[src/rtl/ita_package.sv]
// Shared types and helpers for the ITA tile sequencer: FSM state encoding,
// tile-count arithmetic and the beats-per-tile constant.
package ita_package;

    typedef enum logic [1:0] {
        ST_IDLE  = 2'd0,
        ST_RUN   = 2'd1,
        ST_DRAIN = 2'd2
    } state_e;

    // Number of N-lane beats needed to cover one M x M tile.
    function automatic int unsigned beat_count(input int unsigned m, input int unsigned n);
        return (m * m) / n;
    endfunction

    function automatic logic [31:0] ceil_div(input logic [31:0] num, input logic [31:0] den);
        return (num + den - 32'd1) / den;
    endfunction

endpackage

[src/rtl/ita_tile_counter.sv]
// Beat counter plus the inner -> x -> y tile loop nest; advances one beat per i_en.
module ita_tile_counter
    import ita_package::*;
#(
    parameter int unsigned BEATS = 8,
    parameter int unsigned DIM_W = 12
) (
    input  logic                       clk_i,
    input  logic                       rst_ni,
    input  logic                       i_clear,
    input  logic                       i_en,
    input  logic [DIM_W:0]             i_tiles_i,
    input  logic [DIM_W:0]             i_tiles_x,
    input  logic [DIM_W:0]             i_tiles_y,
    output logic [$clog2(BEATS)-1:0]   o_count,
    output logic [DIM_W-1:0]           o_inner,
    output logic [DIM_W-1:0]           o_x,
    output logic [DIM_W-1:0]           o_y,
    output logic                       o_first_inner,
    output logic                       o_last_inner,
    output logic                       o_nest_wrap
);
    localparam int unsigned CNT_W = $clog2(BEATS);
    localparam int unsigned XW    = DIM_W + 1;

    logic [CNT_W-1:0] r_count;
    logic [DIM_W-1:0] r_inner, r_x, r_y;
    logic w_cnt_last, w_inner_last, w_x_last, w_y_last;
    logic w_count_wrap, w_inner_wrap, w_x_wrap;

    // Index compares are done one bit wider so tiles-1 never underflows.
    assign w_cnt_last   = (r_count == CNT_W'(BEATS - 1));
    assign w_inner_last = ((XW'(r_inner) + XW'(1)) == i_tiles_i);
    assign w_x_last     = ((XW'(r_x) + XW'(1)) == i_tiles_x);
    assign w_y_last     = ((XW'(r_y) + XW'(1)) == i_tiles_y);

    assign w_count_wrap = i_en & w_cnt_last;
    assign w_inner_wrap = w_count_wrap & w_inner_last;
    assign w_x_wrap     = w_inner_wrap & w_x_last;
    assign o_nest_wrap  = w_x_wrap & w_y_last;

    always_ff @(posedge clk_i or negedge rst_ni) begin
        if (!rst_ni) begin
            r_count <= '0;
            r_inner <= '0;
            r_x     <= '0;
            r_y     <= '0;
        end else if (i_clear) begin
            r_count <= '0;
            r_inner <= '0;
            r_x     <= '0;
            r_y     <= '0;
        end else if (i_en) begin
            r_count <= w_cnt_last ? '0 : r_count + CNT_W'(1);
            if (w_count_wrap) r_inner <= w_inner_last ? '0 : r_inner + DIM_W'(1);
            if (w_inner_wrap) r_x     <= w_x_last     ? '0 : r_x + DIM_W'(1);
            if (w_x_wrap)     r_y     <= w_y_last     ? '0 : r_y + DIM_W'(1);
        end
    end

    assign o_count       = r_count;
    assign o_inner       = r_inner;
    assign o_x           = r_x;
    assign o_y           = r_y;
    assign o_first_inner = (r_inner == '0);
    assign o_last_inner  = w_inner_last;

endmodule

[src/rtl/ita_tile_sequencer.sv]
// Issues operand beats over an (rows x cols x inner) problem tiled into M x M tiles,
// throttled by outstanding-result credits, with abort and a completion pulse.
module ita_tile_sequencer
    import ita_package::*;
#(
    parameter int unsigned M          = 64,
    parameter int unsigned N          = 16,
    parameter int unsigned FIFO_DEPTH = 4,
    parameter int unsigned DIM_W      = 12
) (
    input  logic                          clk_i,
    input  logic                          rst_ni,
    input  logic                          start_i,
    input  logic                          abort_i,
    input  logic [DIM_W-1:0]              cfg_rows_i,
    input  logic [DIM_W-1:0]              cfg_cols_i,
    input  logic [DIM_W-1:0]              cfg_inner_i,
    input  logic                          inp_valid_i,
    output logic                          inp_ready_o,
    input  logic                          weight_valid_i,
    output logic                          weight_ready_o,
    input  logic                          oup_valid_i,
    input  logic                          oup_ready_i,
    output logic                          calc_en_o,
    output logic                          first_inner_o,
    output logic                          last_inner_o,
    output logic [DIM_W-1:0]              tile_x_o,
    output logic [DIM_W-1:0]              tile_y_o,
    output logic [DIM_W-1:0]              inner_tile_o,
    output logic [$clog2(M*M/N)-1:0]      count_o,
    output logic [N-1:0]                  lane_mask_o,
    output logic                          row_valid_o,
    output logic                          busy_o,
    output logic                          done_o
);
    localparam int unsigned BEATS = beat_count(M, N);
    localparam int unsigned XW    = DIM_W + 1;
    localparam int unsigned ONG_W = $clog2(FIFO_DEPTH + 1);

    state_e           r_state;
    logic [DIM_W-1:0] r_rows, r_cols, r_inner;
    logic [ONG_W-1:0] r_ongoing;
    logic             r_done;

    logic [XW-1:0] w_tiles_y, w_tiles_x, w_tiles_i;
    logic [XW-1:0] w_row, w_col_base;
    logic [$clog2(BEATS)-1:0] w_count;
    logic [DIM_W-1:0] w_tile_x, w_tile_y;
    logic w_run, w_stall, w_fire, w_clear, w_nest_wrap;
    logic w_inc, w_retire, w_zero_cfg, w_row_valid;

    assign w_tiles_y = XW'(ceil_div(32'(r_rows),  32'(M)));
    assign w_tiles_x = XW'(ceil_div(32'(r_cols),  32'(M)));
    assign w_tiles_i = XW'(ceil_div(32'(r_inner), 32'(M)));

    assign w_run    = (r_state == ST_RUN);
    assign w_stall  = (r_ongoing >= ONG_W'(FIFO_DEPTH));
    assign w_fire   = w_run & inp_valid_i & weight_valid_i & ~w_stall;
    assign w_clear  = abort_i | ((r_state == ST_IDLE) & start_i);
    assign w_inc    = w_fire & last_inner_o;
    assign w_retire = oup_valid_i & oup_ready_i;
    assign w_zero_cfg = (cfg_rows_i == '0) | (cfg_cols_i == '0) | (cfg_inner_i == '0);

    ita_tile_counter #(
        .BEATS (BEATS),
        .DIM_W (DIM_W)
    ) u_counter (
        .clk_i         (clk_i),
        .rst_ni        (rst_ni),
        .i_clear       (w_clear),
        .i_en          (w_fire),
        .i_tiles_i     (w_tiles_i),
        .i_tiles_x     (w_tiles_x),
        .i_tiles_y     (w_tiles_y),
        .o_count       (w_count),
        .o_inner       (inner_tile_o),
        .o_x           (w_tile_x),
        .o_y           (w_tile_y),
        .o_first_inner (first_inner_o),
        .o_last_inner  (last_inner_o),
        .o_nest_wrap   (w_nest_wrap)
    );

    always_ff @(posedge clk_i or negedge rst_ni) begin
        if (!rst_ni) begin
            r_state   <= ST_IDLE;
            r_rows    <= '0;
            r_cols    <= '0;
            r_inner   <= '0;
            r_ongoing <= '0;
            r_done    <= 1'b0;
        end else begin
            r_done <= 1'b0;
            if (abort_i) begin
                r_state   <= ST_IDLE;
                r_ongoing <= '0;
            end else begin
                case (r_state)
                    ST_IDLE: if (start_i) begin
                        r_rows  <= cfg_rows_i;
                        r_cols  <= cfg_cols_i;
                        r_inner <= cfg_inner_i;
                        r_state <= w_zero_cfg ? ST_DRAIN : ST_RUN;
                    end
                    ST_RUN: if (w_nest_wrap) r_state <= ST_DRAIN;
                    ST_DRAIN: if (r_ongoing == '0) begin
                        r_done  <= 1'b1;
                        r_state <= ST_IDLE;
                    end
                    default: r_state <= ST_IDLE;
                endcase
                // A retire with nothing outstanding is dropped; fire + retire cancel.
                if (w_inc && !w_retire)
                    r_ongoing <= r_ongoing + ONG_W'(1);
                else if (!w_inc && w_retire && (r_ongoing != '0))
                    r_ongoing <= r_ongoing - ONG_W'(1);
            end
        end
    end

    // Beats walk down the M rows first, then step N columns to the right.
    assign w_row      = XW'(32'(w_tile_y) * M + (32'(w_count) % M));
    assign w_col_base = XW'(32'(w_tile_x) * M + (32'(w_count) / M) * N);
    assign w_row_valid = (w_row < XW'(r_rows));

    for (genvar gi = 0; gi < N; gi++) begin : g_lane
        assign lane_mask_o[gi] = ((w_col_base + XW'(gi)) < XW'(r_cols)) & w_row_valid;
    end

    assign inp_ready_o    = w_run & weight_valid_i & ~w_stall;
    assign weight_ready_o = w_run & inp_valid_i & ~w_stall;
    assign calc_en_o      = w_fire;
    assign tile_x_o       = w_tile_x;
    assign tile_y_o       = w_tile_y;
    assign count_o        = w_count;
    assign row_valid_o    = w_row_valid;
    assign busy_o         = (r_state != ST_IDLE);
    assign done_o         = r_done;

endmodule

[config.mk]
export PLATFORM = sky130hd
export DESIGN_NAME = ita_tile_sequencer
export DESIGN_NICKNAME = d
export VERILOG_FILES = /design/src/rtl/ita_package.sv /design/src/rtl/ita_tile_counter.sv /design/src/rtl/ita_tile_sequencer.sv
export SDC_FILE = /design/constraint.sdc
export NUM_CORES = 1
export LEC_CHECK = 0
export CORE_MARGIN = 2
export CORE_UTILIZATION = 45
export CTS_BUF_LIST = sky130_fd_sc_hd__clkbuf_4
export DETAILED_ROUTE_END_ITERATION = 8
export PLACE_DENSITY = 0.7
export SYNTH_ARGS = -nofsm -noshare
export SYNTH_HDL_FRONTEND = slang
export SYNTH_SLANG_ARGS = --single-unit
[constraint.sdc]
create_clock -name clk_i -period 3.8 [get_ports clk_i]
set_input_delay 0.76 -clock clk_i [delete_from_list [all_inputs] [get_ports clk_i]]
set_output_delay 0.76 -clock clk_i [all_outputs]
set_load 0.01 [all_outputs]
==> impl_metrics.csv, run 1 <==
group,metric,value,unit
placed_design,postPlaceCellArea,7680,sq um
power,p_int,1.42,mW
clock_network,clockBufferDepth,2,
sta,worst-slew-pin-transition,0.888,ns
clock_network,clock_latency,0.48,ns
floorplan,die_w,122,um
setup_path,cp-end-kind,"output pin",
sta,setup_tns,0,ns
clock_network,htree_levels,3,
sta,max_freq,274,MHz
synthesis,synth.distinct_cells,81,
clock_network,root_buffer,"clkbuf_4",
setup_path,crit_fanout,4,
synthesis,synth_top_area_share,34.3,%
floorplan,start_util,45.7,%
floorplan,ios,112,
layout,nets,947,
global_route,grt_pass1_vias,5778,
detailed_routing,totalWireLength,18400,um
clock_network,cts_sinks,86,
synthesis,yosysTopAreaCell,"dfrtp_1",
synthesis,netlist_top_cells_area,"dfrtp_1, ha_1, nand2_1",
detailed_routing,postRouteAntennaNets,0,
power,power.share.clock,22.3,%
floorplan,die_h,122,um
setup_path,critPathRequiredTime,3.04,ns
power,power.leakage,3.41,nW
setup_path,arrival,2.89,ns
layout,area_growth,28.5,%
placed_design,port_buffers,111,
detailed_routing,drt_iter0_drc,389,
placed_design,gp_congestion,0.879,
clock_network,cts_tree,"built",
synthesis,netlist_area,6270,sq um
setup_path,startpoint_type,"register",
sta,final-setup-viol-count,0,
global_route,track_usage,24.8,%
detailed_routing,wire_per_inst,17.4,um
sta,report.final.slew_viol_count,0,
clock_network,clk_pin_slew,0.15,ns
global_route,grt_pass1_wl,29200,um
synthesis,avgSynthCellArea,8.51,sq um
synthesis,synth_edf_count,0,
floorplan,dieArea,14900,sq um
synthesis,synth_flop_cell,"dfrtp_1",
synthesis,ys_warn_count,0,
power,seqPwrFrac,49.5,%
global_route,gr-total-overflow,0,
placed_design,dpl.cell_count,1024,
detailed_routing,vias,6210,
clock_network,numCtsBuffers,9,
sta,fin_worst_skew,0.0300,ns
sta,setup_ws,0.149,ns
sta,period_share,96.1,%
setup_path,crit_type,"reg2out",
synthesis,async_flop_share,100,%
setup_path,reg2reg_depth,14,
global_route,grt_max_degree,68,
synthesis,synthCells,737,
floorplan,coreArea,13700,sq um
detailed_routing,drc,0,
layout,final_area,8060,sq um
detailed_routing,first_pass_iters,5,
hold_path,hold_class,"in2async",
power,power_density,269,nW/um^2
layout,layoutNonFillerInstCount,1061,
sta,fin_crit,3.65,ns
power,p_sw,752,uW
global_route,antenna_found_initial,0,
placed_design,hpwl,13700,um
layout,drive_gt1_share,16.5,%
power,pwr-share-comb,28.2,%
power,vdd_drop_max,222,uV
sta,slew_headroom,40.8,%
run,drv_cap,0,
sta,final_hold_viol_count,0,
detailed_routing,vias_per_cell,5.85,
synthesis,syn-num-nets,807,
synthesis,synth_seq_area_share,34.3,%
power,netSwitchingFraction,34.6,%
placed_design,pre_cts_slack,0.101,ns
outcome,status,"complete, no violations",
synthesis,ys_ff_latch,86,
layout,diodes,0,
floorplan,placementRows,43,
[power by group through the flow]
stage	clock, mW	combinational, mW	sequential (mW)
4_1_cts	0.500	0.577	1.07
2_1_floorplan	0	0.375	1.06
3_3_place_gp	0	0.548	1.08
5_1_grt	0.535	0.675	1.09
3_5_place_dp	0	0.559	1.09
6_report	0.485	0.611	1.08
[sequential cells by signal, indices dropped and copies added (netlist names)]
| name | count |
|---|---|
| r_cols | 12 |
| u_counter.o_inner | 12 |
| r_rows | 12 |
| u_counter.o_x | 12 |
| r_ongoing | 3 |
| u_counter.o_y | 12 |
| u_counter.o_count | 8 |
| r_state | 2 |
| r_inner | 12 |
| done_o | 1 |
[placed cells by master, fill, tap and decap left out, types with 4 or more instances in the layout]
cell,count
clkdlybuf4s50_1,92
dfrtp_1,81
nand2_1,69
nor2_1,55
buf_4,51
o21ai_0,47
inv_1,38
nand3_1,35
a21oi_1,28
xnor2_1,27
nor3_1,23
ha_1,23
nor4_1,19
nand4_1,16
a21o_1,16
xor2_1,14
mux2_2,14
and3_1,13
clkbuf_4,12
nand2b_1,11
a31oi_1,10
o21a_1,9
or3_1,9
mux2i_1,9
buf_2,7
o21ai_1,6
a21oi_2,5
nor2b_1,5
o31ai_1,5
clkbuf_2,5
dfrtp_2,5
nand2_2,4
a211oi_2,4
a22o_1,4
o211ai_1,4
and2_1,4
a211oi_1,4
nor3b_1,4
dlygate4sd2_1,4
[cell type report]
class / instances / area, sq um
fillers: 1244 / 5660
multi-input cells: 576 / 3960
flip-flops and latches: 86 / 2160
repair buffers: 163 / 1450
well taps: 180 / 225
inverters: 41 / 154
clock buffers: 12 / 90.1
clock inverters: 3 / 22.5
[worst max-delay path, cell delays in order, from the launching register on]
cell     delay (ns)
dfrtp_1        0.42
inv_2          0.09
ha_4           0.20
a21o_1         0.16
a21o_1         0.18
a21o_1         0.19
a21oi_2        0.13
nor2b_1        0.05
o21ai_1        0.13
nand2_1        0.08
a21o_4         0.21
buf_6          0.13
buf_4          0.13
nor3_1         0.15
buf_2          0.16
[per-stage QoR]
stage / hold WS (ns) / total power [mW] / util (%)
final: 0.398 / 2.17 / 58.7
after global routing: 0.417 / 2.29 / 58.7
after CTS: 0.393 / 2.15 / 57.7
after detailed placement: 0.502 / 1.65 / 56.0
after global placement: 0.496 / 1.63 / 56.0
after floorplan: 0.464 / 1.43 / -
[Yosys cell counts, types with 19 or more instances]
cell	number
nor3_1	26
nor2_1	58
nand2_1	70
xnor2_1	28
dfrtp_1	86
a21oi_1	33
ha_1	25
inv_1	40
nor4_1	19
o21ai_0	49
nand3_1	36
clkbuf_1	22
[metal layers]
| layer | vias to the layer above | track usage [%] | routed length [um] |
|---|---|---|---|
| li1 | 2969 | - | - |
| met1 | 3012 | 32.7 | 8190 |
| met2 | 200 | 40.7 | 8880 |
| met3 | 29 | 5.90 | 994 |
| met4 | 0 | 7.47 | 361 |
| met5 | - | 0 | 0 |
[kinds of logic (layout without fill, tap and decap cells)]
| group | after synthesis | in the layout | share of synthesized area (%) |
|---|---|---|---|
| AOI/OAI and AO/OA | 182 | 182 | 19.3 |
| xor gates and xnor gates | 43 | 43 | 6.23 |
| adders and majority gates | 26 | 26 | 5.31 |
| buffers and inverters | 75 | 219 | 4.91 |
| DFF | 86 | 86 | 34.3 |
| muxes | 23 | 23 | 3.95 |
| and+or+nand+nor | 302 | 302 | 26.0 |
[worst paths after layout]
path	to	startpoint	slack (ns)
setup / recovery	lane_mask_o[12]	r_cols[6]	0.15
hold / removal	u_counter.o_y[7]	rst_ni	0.40
setup reg to reg	r_ongoing[1]	u_counter.o_inner[0]	0.43
hold reg to reg	r_inner[4]	r_inner[4]	0.53
max in group asynchronous	r_inner[7]	rst_ni	2.66
min in group clk_i	r_inner[4]	r_inner[4]	0.53
[what timing repair did]
| item | 4_1_cts | 5_1_grt |
|---|---|---|
| pin swaps | 7 | 16 |
| setup buffers | 14 | 8 |
| hold buffers | 0 | 0 |
| cloned | 0 | 0 |
| endpoints found under the hold margin | 0 | 0 |
| gates resized for setup | 47 | 43 |
| setup endpoints to repair | 18 | 18 |
Power figures use the tool's default switching activity.
==> run 2, diff against run 1 <==
--- a/config.mk
+++ b/config.mk
@@ -5,7 +5,6 @@
 export SDC_FILE = /design/constraint.sdc
 export NUM_CORES = 1
 export LEC_CHECK = 0
-export CORE_MARGIN = 2
 export CORE_UTILIZATION = 45
 export CTS_BUF_LIST = sky130_fd_sc_hd__clkbuf_4
 export DETAILED_ROUTE_END_ITERATION = 8
==> run 2 against run 1 <==
Global-route usage grew 1.6 points. Routed wire length rose by 0.75%. Die area down 3.3%. Maximum frequency down 1.4%. Combinational power down 2%. Sequential power about the same. Utilization is 1.1 points higher. Via count is essentially flat. Cell count shrank 0.28%. Register-to-register slack got worse by 0.14 ns. Worst setup slack worse by 0.051 ns.
==> impl_metrics.csv, run 2 (synthesized netlist as in run 1, its figures left out) <==
group,metric,value,unit
sta,period_share,97.4,%
clock_network,clockBufferDepth,2,
detailed_routing,wire_per_inst,17.6,um
floorplan,die_w,120,um
setup_path,cp_slowest_stage_delay,0.42,ns
placed_design,gp_congestion,0.900,
sta,report.final.slew_viol_count,0,
clock_network,htree_levels,3,
sta,max_freq,270,MHz
floorplan,die_h,120,um
sta,slew_headroom,45.2,%
setup_path,startpoint_type,"register",
placed_design,hpwl,13600,um
detailed_routing,vias_per_cell,5.86,
floorplan,start_util,46.8,%
layout,diodes,0,
global_route,antenna_found_initial,0,
placed_design,port_buffers,111,
floorplan,dieArea,14400,sq um
setup_path,cp-end-kind,"output pin",
layout,final_common_cell,"clkdlybuf4s50_1",
sta,worst-slew-pin-transition,0.822,ns
sta,fin_crit,3.70,ns
setup_path,crit_type,"reg2out",
setup_path,crit_fanout,5,
clock_network,cts_tree,"built",
floorplan,coreArea,13400,sq um
detailed_routing,first_pass_iters,5,
setup_path,arrival,2.94,ns
layout,final_cell_mix,"clkdlybuf4s50_1, dfrtp_1, nand2_1",
layout,drive_gt1_share,14.7,%
power,power.leakage,3.42,nW
detailed_routing,vias,6205,
sta,rsz0062_at_grt,"false",
sta,fin_worst_skew,0.0183,ns
outcome,status,"complete, no violations",
setup_path,path_common_cell,"a21o_1",
clock_network,clock_latency,0.48,ns
detailed_routing,totalWireLength,18600,um
layout,nets,949,
sta,setup_ws,0.0981,ns
global_route,grt_max_degree,61,
placed_design,pre_cts_slack,0.112,ns
sta,setup_tns,0,ns
floorplan,ios,112,
run,drv_cap,0,
clock_network,cts_sinks,86,
floorplan,placementRows,42,
power,total_power,2.20,mW
layout,layoutNonFillerInstCount,1058,
power,vdd_drop_max,279,uV
global_route,track_usage,26.5,%
placed_design,dpl.cell_count,1023,
placed_design,postPlaceCellArea,7700,sq um
detailed_routing,drc,0,
layout,area_growth,27.9,%
detailed_routing,postRouteAntennaNets,0,
hold_path,hold_class,"in2async",
clock_network,clk_pin_slew,0.15,ns
setup_path,cp_cell_sequence,"ha_1, a21o_1, a21o_1, a21o_1, a21o_1, a21oi_2, o21ai_2, a21o_1, buf_4, nor2_1, dlygate4sd2_1",
sta,final_hold_viol_count,0,
setup_path,cp_slowest_cell,"dfrtp_1",
clock_network,root_buffer,"clkbuf_4",
setup_path,critPathRequiredTime,3.04,ns
global_route,grt_pass1_vias,6084,
power,power_density,275,nW/um^2
sta,final-setup-viol-count,0,
detailed_routing,drt_iter0_drc,452,
layout,final_area,8020,sq um
global_route,gr-total-overflow,0,
clock_network,numCtsBuffers,9,
global_route,grt_pass1_wl,30100,um
## run 2: where the power goes
group / switching, mW / internal [mW] / leakage (nW) / total, mW
registers: 0.0875 / 0.985 / 1.13 / 1.07
logic: 0.331 / 0.268 / 2.23 / 0.599
clock network: 0.333 / 0.200 / 0.0660 / 0.533
total: 0.751 / 1.45 / 3.42 / 2.20
## run 2: worst paths after layout
path                                            from                   end  slack (ns)  depth (start not counted)
worst max-delay path            u_counter.o_count[1]        lane_mask_o[0]         0.1                         11
worst min-delay path                          rst_ni      u_counter.o_y[7]        0.33                          1
min in group clk_i                        r_inner[5]            r_inner[5]        0.53                          1
worst min register to register            r_inner[5]            r_inner[5]        0.53                          1
max in group asynchronous                     rst_ni  u_counter.o_inner[0]        2.70                          2
worst max register to register  u_counter.o_inner[7]      u_counter.o_y[5]        0.29                         18
## run 2: critical path, delay by kind of cell (launching register included)
kind / cells / cell delay, ns
AND/OR/NAND/NOR: 1 / 0.08
flip-flops: 1 / 0.42
adder cells (fa/ha/maj): 1 / 0.30
buffers and inverters: 2 / 0.43
AO/OA/AOI/OAI: 7 / 1.23
## run 2: metrics by stage
stage | utilization (%) | hold WS [ns]
global placement | 57.5 | 0.493
floorplan | - | 0.464
detailed placement | 57.5 | 0.505
global route | 59.9 | 0.378
CTS | 59.9 | 0.344
finish | 59.9 | 0.333
## run 2: cell type report
type | count | area, sq um
multi-input combinational | 577 | 3900
timing repair buffer | 164 | 1470
fill | 1203 | 5380
inverter | 41 | 154
tap | 176 | 220
clock buffer | 10 | 75.1
sequential | 86 | 2160
clock inverter | 4 | 50.0
## run 2: routing by layer
| metal | global-route usage (%) | wire [um] | up-vias |
|---|---|---|---|
| met4 | 8.28 | 284 | 0 |
| met3 | 4.52 | 737 | 23 |
| met5 | 0 | 0 | - |
| met2 | 45.5 | 9120 | 141 |
| met1 | 33.6 | 8420 | 3066 |
| li1 | - | - | 2975 |
## run 2: what timing repair did
| action | 4_1_cts | 5_1_grt |
|---|---|---|
| pin swaps | 9 | 1 |
| hold buffers | 0 | 0 |
| endpoints found under the setup margin | 17 | 24 |
| gates resized for setup | 40 | 25 |
| setup buffers | 19 | 1 |
| cloned | 1 | 0 |
